## src/rtl/crosspoint_prog.sv

```systemverilog
// crosspoint_prog: serial programmer for the 48-output crosspoint matrix.
// Each accepted route command becomes a clear slot, 12 LSB-first address slots and one data slot.
module crosspoint_prog #(
  parameter int unsigned DIV = 2
) (
  input  logic       clk_,
  input  logic       rst_,
  input  logic       cmd_valid,
  output logic       cmd_ready,
  input  logic [5:0] cmd_out,
  input  logic [3:0] cmd_sel,
  input  logic       cmd_val,
  output logic       cmd_err,
  output logic       done,
  output logic       busy,
  output logic       xp_clk,
  output logic       xp_dat,
  output logic       xp_clear
);
  localparam int unsigned   PW        = (DIV > 1) ? $clog2(DIV) : 1;
  localparam logic [PW-1:0] PH_LAST   = PW'(DIV - 1);
  localparam logic [3:0]    SLOT_LAST = 4'd11;

  typedef enum logic [1:0] {
    S_IDLE = 2'd0,
    S_CLR  = 2'd1,
    S_ADDR = 2'd2,
    S_DATA = 2'd3
  } state_e;

  state_e        state_q, state_d;
  logic [PW-1:0] phase_q, phase_d;
  logic [3:0]    slot_q, slot_d;
  logic [11:0]   addr_q, addr_d;
  logic          val_q, val_d;
  logic          xp_clk_q, xp_clk_d;
  logic          xp_dat_q, xp_dat_d;
  logic          xp_clear_q, xp_clear_d;
  logic          done_q, done_d;
  logic          err_q, err_d;
  logic          busy_q, busy_d;

  logic          cmd_legal;
  logic [11:0]   cmd_addr;
  logic [3:0]    slot_nxt;

  assign cmd_legal = (cmd_out < 6'd48) && (cmd_sel < 4'd9);
  assign cmd_addr  = (12'(cmd_out) * 12'd9) + 12'(cmd_sel);
  assign slot_nxt  = slot_q + 4'd1;

  // Next state: each half slot lasts DIV cycles; data/clear only change with the rising xp_clk.
  always_comb begin
    state_d    = state_q;
    phase_d    = phase_q;
    slot_d     = slot_q;
    addr_d     = addr_q;
    val_d      = val_q;
    xp_clk_d   = xp_clk_q;
    xp_dat_d   = xp_dat_q;
    xp_clear_d = xp_clear_q;
    done_d     = 1'b0;
    err_d      = 1'b0;
    if (state_q == S_IDLE) begin
      if (cmd_valid) begin
        if (cmd_legal) begin
          state_d    = S_CLR;
          addr_d     = cmd_addr;
          val_d      = cmd_val;
          phase_d    = {PW{1'b0}};
          slot_d     = 4'd0;
          xp_clk_d   = 1'b1;
          xp_dat_d   = 1'b0;
          xp_clear_d = 1'b1;
        end else begin
          err_d = 1'b1;
        end
      end else begin
        phase_d = {PW{1'b0}};
      end
    end else if (phase_q != PH_LAST) begin
      phase_d = phase_q + PW'(1);
    end else if (xp_clk_q) begin
      phase_d  = {PW{1'b0}};
      xp_clk_d = 1'b0;
    end else begin
      // End of a slot: start the next one, or finish the frame.
      phase_d = {PW{1'b0}};
      case (state_q)
        S_CLR: begin
          state_d    = S_ADDR;
          slot_d     = 4'd0;
          xp_clk_d   = 1'b1;
          xp_clear_d = 1'b0;
          xp_dat_d   = addr_q[0];
        end
        S_ADDR: begin
          xp_clk_d = 1'b1;
          if (slot_q == SLOT_LAST) begin
            state_d  = S_DATA;
            slot_d   = 4'd0;
            xp_dat_d = val_q;
          end else begin
            slot_d   = slot_nxt;
            xp_dat_d = addr_q[slot_nxt];
          end
        end
        S_DATA: begin
          state_d    = S_IDLE;
          xp_clear_d = 1'b1;
          xp_dat_d   = 1'b0;
          done_d     = 1'b1;
        end
        default: begin
          state_d    = S_IDLE;
          xp_clk_d   = 1'b0;
          xp_clear_d = 1'b1;
          xp_dat_d   = 1'b0;
        end
      endcase
    end
    busy_d = (state_d != S_IDLE);
  end

  // State and registered outputs with synchronous active-low reset.
  always_ff @(posedge clk_) begin
    if (!rst_) begin
      state_q    <= S_IDLE;
      phase_q    <= {PW{1'b0}};
      slot_q     <= 4'd0;
      addr_q     <= 12'd0;
      val_q      <= 1'b0;
      xp_clk_q   <= 1'b0;
      xp_dat_q   <= 1'b0;
      xp_clear_q <= 1'b1;
      done_q     <= 1'b0;
      err_q      <= 1'b0;
      busy_q     <= 1'b0;
    end else begin
      state_q    <= state_d;
      phase_q    <= phase_d;
      slot_q     <= slot_d;
      addr_q     <= addr_d;
      val_q      <= val_d;
      xp_clk_q   <= xp_clk_d;
      xp_dat_q   <= xp_dat_d;
      xp_clear_q <= xp_clear_d;
      done_q     <= done_d;
      err_q      <= err_d;
      busy_q     <= busy_d;
    end
  end

  assign cmd_ready = (state_q == S_IDLE);
  assign cmd_err   = err_q;
  assign done      = done_q;
  assign busy      = busy_q;
  assign xp_clk    = xp_clk_q;
  assign xp_dat    = xp_dat_q;
  assign xp_clear  = xp_clear_q;

endmodule

```

## config.mk

```make
export PLATFORM = sky130hd
export DESIGN_NAME = crosspoint_prog
export DESIGN_NICKNAME = d
export VERILOG_FILES = /design/src/rtl/crosspoint_prog.sv
export SDC_FILE = /design/constraint.sdc
export NUM_CORES = 1
export LEC_CHECK = 0
export BUFFER_PORTS_ARGS = -buffer_cell sky130_fd_sc_hd__buf_2
export CORE_AREA = 2 2 66 68
export CTS_CLUSTER_DIAMETER = 60
export CTS_CLUSTER_SIZE = 14
export DETAILED_ROUTE_END_ITERATION = 12
export DIE_AREA = 0 0 68 70
export SLEW_MARGIN = 5
export SYNTH_ARGS = -nofsm -noshare
export SYNTH_HDL_FRONTEND = slang
export SYNTH_SLANG_ARGS = --single-unit
```

## constraint.sdc

```tcl
create_clock -name clk_ -period 3.1 [get_ports clk_]
set_input_delay 0.62 -clock clk_ [delete_from_list [all_inputs] [get_ports clk_]]
set_output_delay 0.62 -clock clk_ [all_outputs]
set_load 0.03 [all_outputs]
```

### After elaboration in Yosys (flattened, before gate mapping)

Cells that the tools add are included.

* input port bits: 14
* register bits: 26
* logic and storage cells: 80

* magnitude comparators: 3
* multiplexer cells: 38
* reduce and logical (&&, ||, !) cells: 13
* bitwise operators: 2
* multiply operators: 1
* add/subtract/negate cells: 3
* equal/unequal tests: 9

Operator list (count)
* 4-bit 2-to-1 mux: 6
* 1-bit 2-to-1 mux: 21
* 2-bit 2-to-1 mux: 6
* 10-bit by 4-bit adder with 11-bit output: 1
* 6-bit by 4-bit multiplier with 10-bit output (second input constant): 1
* 5-bit AND reduction: 2
* 3-bit AND reduction: 3
* 4-bit case mux with 2 select lines: 1
* 6-bit less-than comparator (second input constant): 1
* 2-bit inequality test (second input constant): 3
* 4-bit by 5-bit less-than comparator with 1-bit output (second input constant): 1
* 4-bit by 1-bit adder with 4-bit output (second input constant): 1
* 1-bit binary-select mux with 4-bit select: 1
* 2-bit == test (second input constant): 2
* 4-bit == test (second input constant): 1
* 4-bit less-than comparator (second input constant): 1
* 1-bit case mux with 2 select lines: 2
* 2-bit case mux with 2 select lines: 1
* 4-bit AND reduction: 1
* 2-bit nonzero test: 2
* 4-bit OR reduction: 1
* 3-bit by 2-bit inequality test with 1-bit output (second input constant): 1
* 3-bit nonzero test: 1
* 2-bit by 1-bit == test with 1-bit output (second input constant): 1
* 6 further kinds: 7

### Longest topological paths before layout

* depth after elaboration: 8
* mapped depth: 8
* depth with buffers taken out: 8

### Worst setup path before layout

Ideal clock, no wire load.

* path type: input to register
* start point: input cmd_out[1]
* end point: register addr_q[9]
* setup slack: 0.620 ns
* cell stages on the path: 8
* required time: 2.979 ns
* arrival time: 2.359 ns
* cells stage by stage: ha_1 ha_1 fa_1 a211oi_1 o21bai_1 a21oi_1 a2bb2oi_1 a21oi_1

* cells in the longest elaborated chain, start to end: 3

Ends and longest elaborated chain
* start, declared: line 10 `input logic [5:0] cmd_out,`
* parallel branches: the longest is 3 deep, another holds 10-bit by 4-bit adder with 11-bit output
* end signal, assigned: line 142 `addr_q <= addr_d;`
* end, declared: line 34 `logic [11:0] addr_q, addr_d;`

Parallel ways; which one is timed is not known.
A chain may end at the register's enable or synchronous reset.

### Worst setup path after layout

Same ends and word-level chain as after synthesis.

==> impl_metrics.toml <==
[outcome]
status = "completed"

[yosys]
synth_edf_count = 0
syn_area_um2 = 1580
syn_nets = 217
ys_seq_area_share_pct = 30.3
synth-main-ff-cell = "dfxtp_1"
syn_area_per_cell_um2 = 8.80
synthCells = 180
synth-seq-cells = 24
ys_async_sr_fraction_pct = 0
ys_types = 45
ys.warnings.count = 0

[detailed_routing]
routedWlPerCell_um = 13.9
vias_per_cell = 5.51
drtPass1Iterations = 4
ant_nets = 0
drc = 0
drt-total-wl_um = 3500
vias = 1382
first_iter_violations = 111

[clock_tree]
root_buffer = "clkbuf_8"
tritoncts = "done"
cts_buffer_depth = 2
postCtsSetupRepairBufs = 0
clk_latency_ns = 0.27
cts.sinks = 24
clkTransAtPathRegs_ns = 0.08
cts_inserted_buffers = 3
htree_levels = 1
cts-resized-gates = 0
hold_buffers = 0

[grt]
first_global_vias = 1307
grt_pass1_wl_um = 5980
grtUsageTotal_pct = 16.2
antenna_found_initial = 0
gr-total-overflow = 0
grt_max_degree = 18

[timing]
setup-violations-final = 0
worst_pin_slew_ns = 0.529
rsz0062_at_grt = "false"
min_period_over_period_pct = 78.6
finClkSkew_ns = 0.00844
final_max_slew_viol_count = 0
min_period_ns = 2.44
tns_ns = 0
hold_viol = 0
fin_ws_ns = 0.663
slew_headroom_pct = 64.7
fmax_mhz = 410
timing.hold.ws_ns = 0.456

[floorplan]
num_rows = 24
io-pin-count = 21
initial_utilization_pct = 38.2
core_area_um2 = 4140
die-area_um2 = 4760
die_x_um = 68
die_h_um = 70

[power_and_ir_drop]
p_int_mw = 0.565
power.density_nw_per_um2 = 433
p_seq_share_pct = 42.8
p_sw_mw = 0.211
max-vdd-ir-drop_uv = 192
p_leak_nw = 0.745
combPwrFrac_pct = 21.6
swShare_pct = 27.2
clkPwrFrac_pct = 35.6

[placement]
dpl-instance-area_um2 = 1720
hpwl_um = 2700
pre_cts_slack_ns = 0.372
io_buffers = 20
gp_congestion = 0.872

[cells_and_area]
fillers = 439
drive_gt1_share_pct = 16.6
fin_area_um2 = 1790
layout_common_cells = "dfxtp_1 (24), ha_1 (22), a21oi_1 (21)"
n_antenna_cell = 0
nets = 237
final_common_cell = "dfxtp_1"
fin_util_pct = 43.2
area_growth_syn_to_layout_pct = 13.0

[critical_path]
crit_type = "in -> reg"
worstPathRequired_ns = 3.24
crit_path_start_kind = "input port"
critPathArrivalTime_ns = 2.57
r2r_start = "slot_q[0]"
critPathCaptureType = "flip-flop"
critPathLaunch = "cmd_out[1]"
critPathMaxFanout = 3

[worst_hold_path]
hp-class = "reg -> reg"
min_from = "addr_q[2]"

[job]
drv_cap = 0
[flip-flops by register name, indices dropped and copies added (netlist names)]
name,flops
phase_q,1
done,1
busy,1
cmd_err,1
state_q,2
addr_q,10
xp_dat,1
slot_q,4
xp_clk,1
xp_clear,1
val_q,1
[cell type report]
class                      instances  area, um^2  area share, %
clock buffer                       3        41.3           2.31
clock inverter                     1        30.0           1.68
inverter                           4        15.0          0.839
multi-input combinational        146        1050           58.7
sequential                        24         480           26.9
tap                               52        65.1           3.64
timing repair buffer              21         108           6.01
[layer usage]
layer / GRT usage, % / part of all wire [%]
met4: 7.11 / 1.8
met1: 21.9 / 48
met3: 2.25 / 2.8
met2: 25.4 / 47
met5: 0 / 0
[cells by family after synthesis]
group | share of synthesized area, %
adders and majority gates | 18.6
muxes | 4.11
and+or+nand+nor | 19.2
DFF | 30.3
AOI/OAI and AO/OA | 22.7
xor gates and xnor gates | 1.66
buffers and inverters | 3.40
[metrics by stage]
step                      total power [mW]  cells
after floorplan                      0.457    180
after global placement               0.505    247
after detailed placement             0.505    247
after CTS                            0.784    251
after global routing                 0.818    251
final                                0.776    251
[power by group through the flow]
stage | Sequential, mW | Clock [mW] | Combinational [mW]
final | 0.332 | 0.276 | 0.168
after detailed placement | 0.339 | 0 | 0.166
after floorplan | 0.343 | 0 | 0.114
after global placement | 0.339 | 0 | 0.166
after CTS | 0.332 | 0.284 | 0.167
after global routing | 0.334 | 0.297 | 0.187
[Yosys cell counts, drive strengths merged (2+ instances only)]
| master | n | share of area (%) |
|---|---|---|
| a211oi | 6 | 3.2 |
| a21o | 2 | 0.95 |
| a21oi | 22 | 7.2 |
| a31oi | 2 | 0.79 |
| and2 | 3 | 1.2 |
| buf | 3 | 1.7 |
| clkbuf | 3 | 0.71 |
| dfxtp | 24 | 30 |
| ha | 22 | 17 |
| inv | 4 | 0.95 |
| mux2i | 2 | 1.3 |
| mux4 | 2 | 2.8 |
| nand2 | 16 | 3.8 |
| nand2b | 3 | 1.2 |
| nand3 | 7 | 2.2 |
| nand4 | 4 | 1.6 |
| nor2 | 12 | 2.8 |
| nor2b | 2 | 0.79 |
| nor3 | 4 | 1.3 |
| o21a | 2 | 0.95 |
| o21ai | 12 | 3.8 |
| o21bai | 2 | 0.95 |
| xnor2 | 2 | 1.1 |
[path summary, 6_finish.rpt]
path          endpoint  slack [ns]  cells after the start
min          addr_q[2]        0.46                      2
max          addr_q[9]        0.66                      9
max reg2reg     xp_dat        1.08                      6
min reg2reg  addr_q[2]        0.46                      2
[worst max-delay path, cell delays in order]
cell	delay, ns
buf_2	0.11
ha_1	0.29
ha_1	0.23
fa_1	0.42
a211oi_1	0.31
o21bai_1	0.11
a21oi_1	0.21
a2bb2oi_1	0.19
a21oi_1	0.08
No activity file was read; power rests on OpenSTA's default activity.
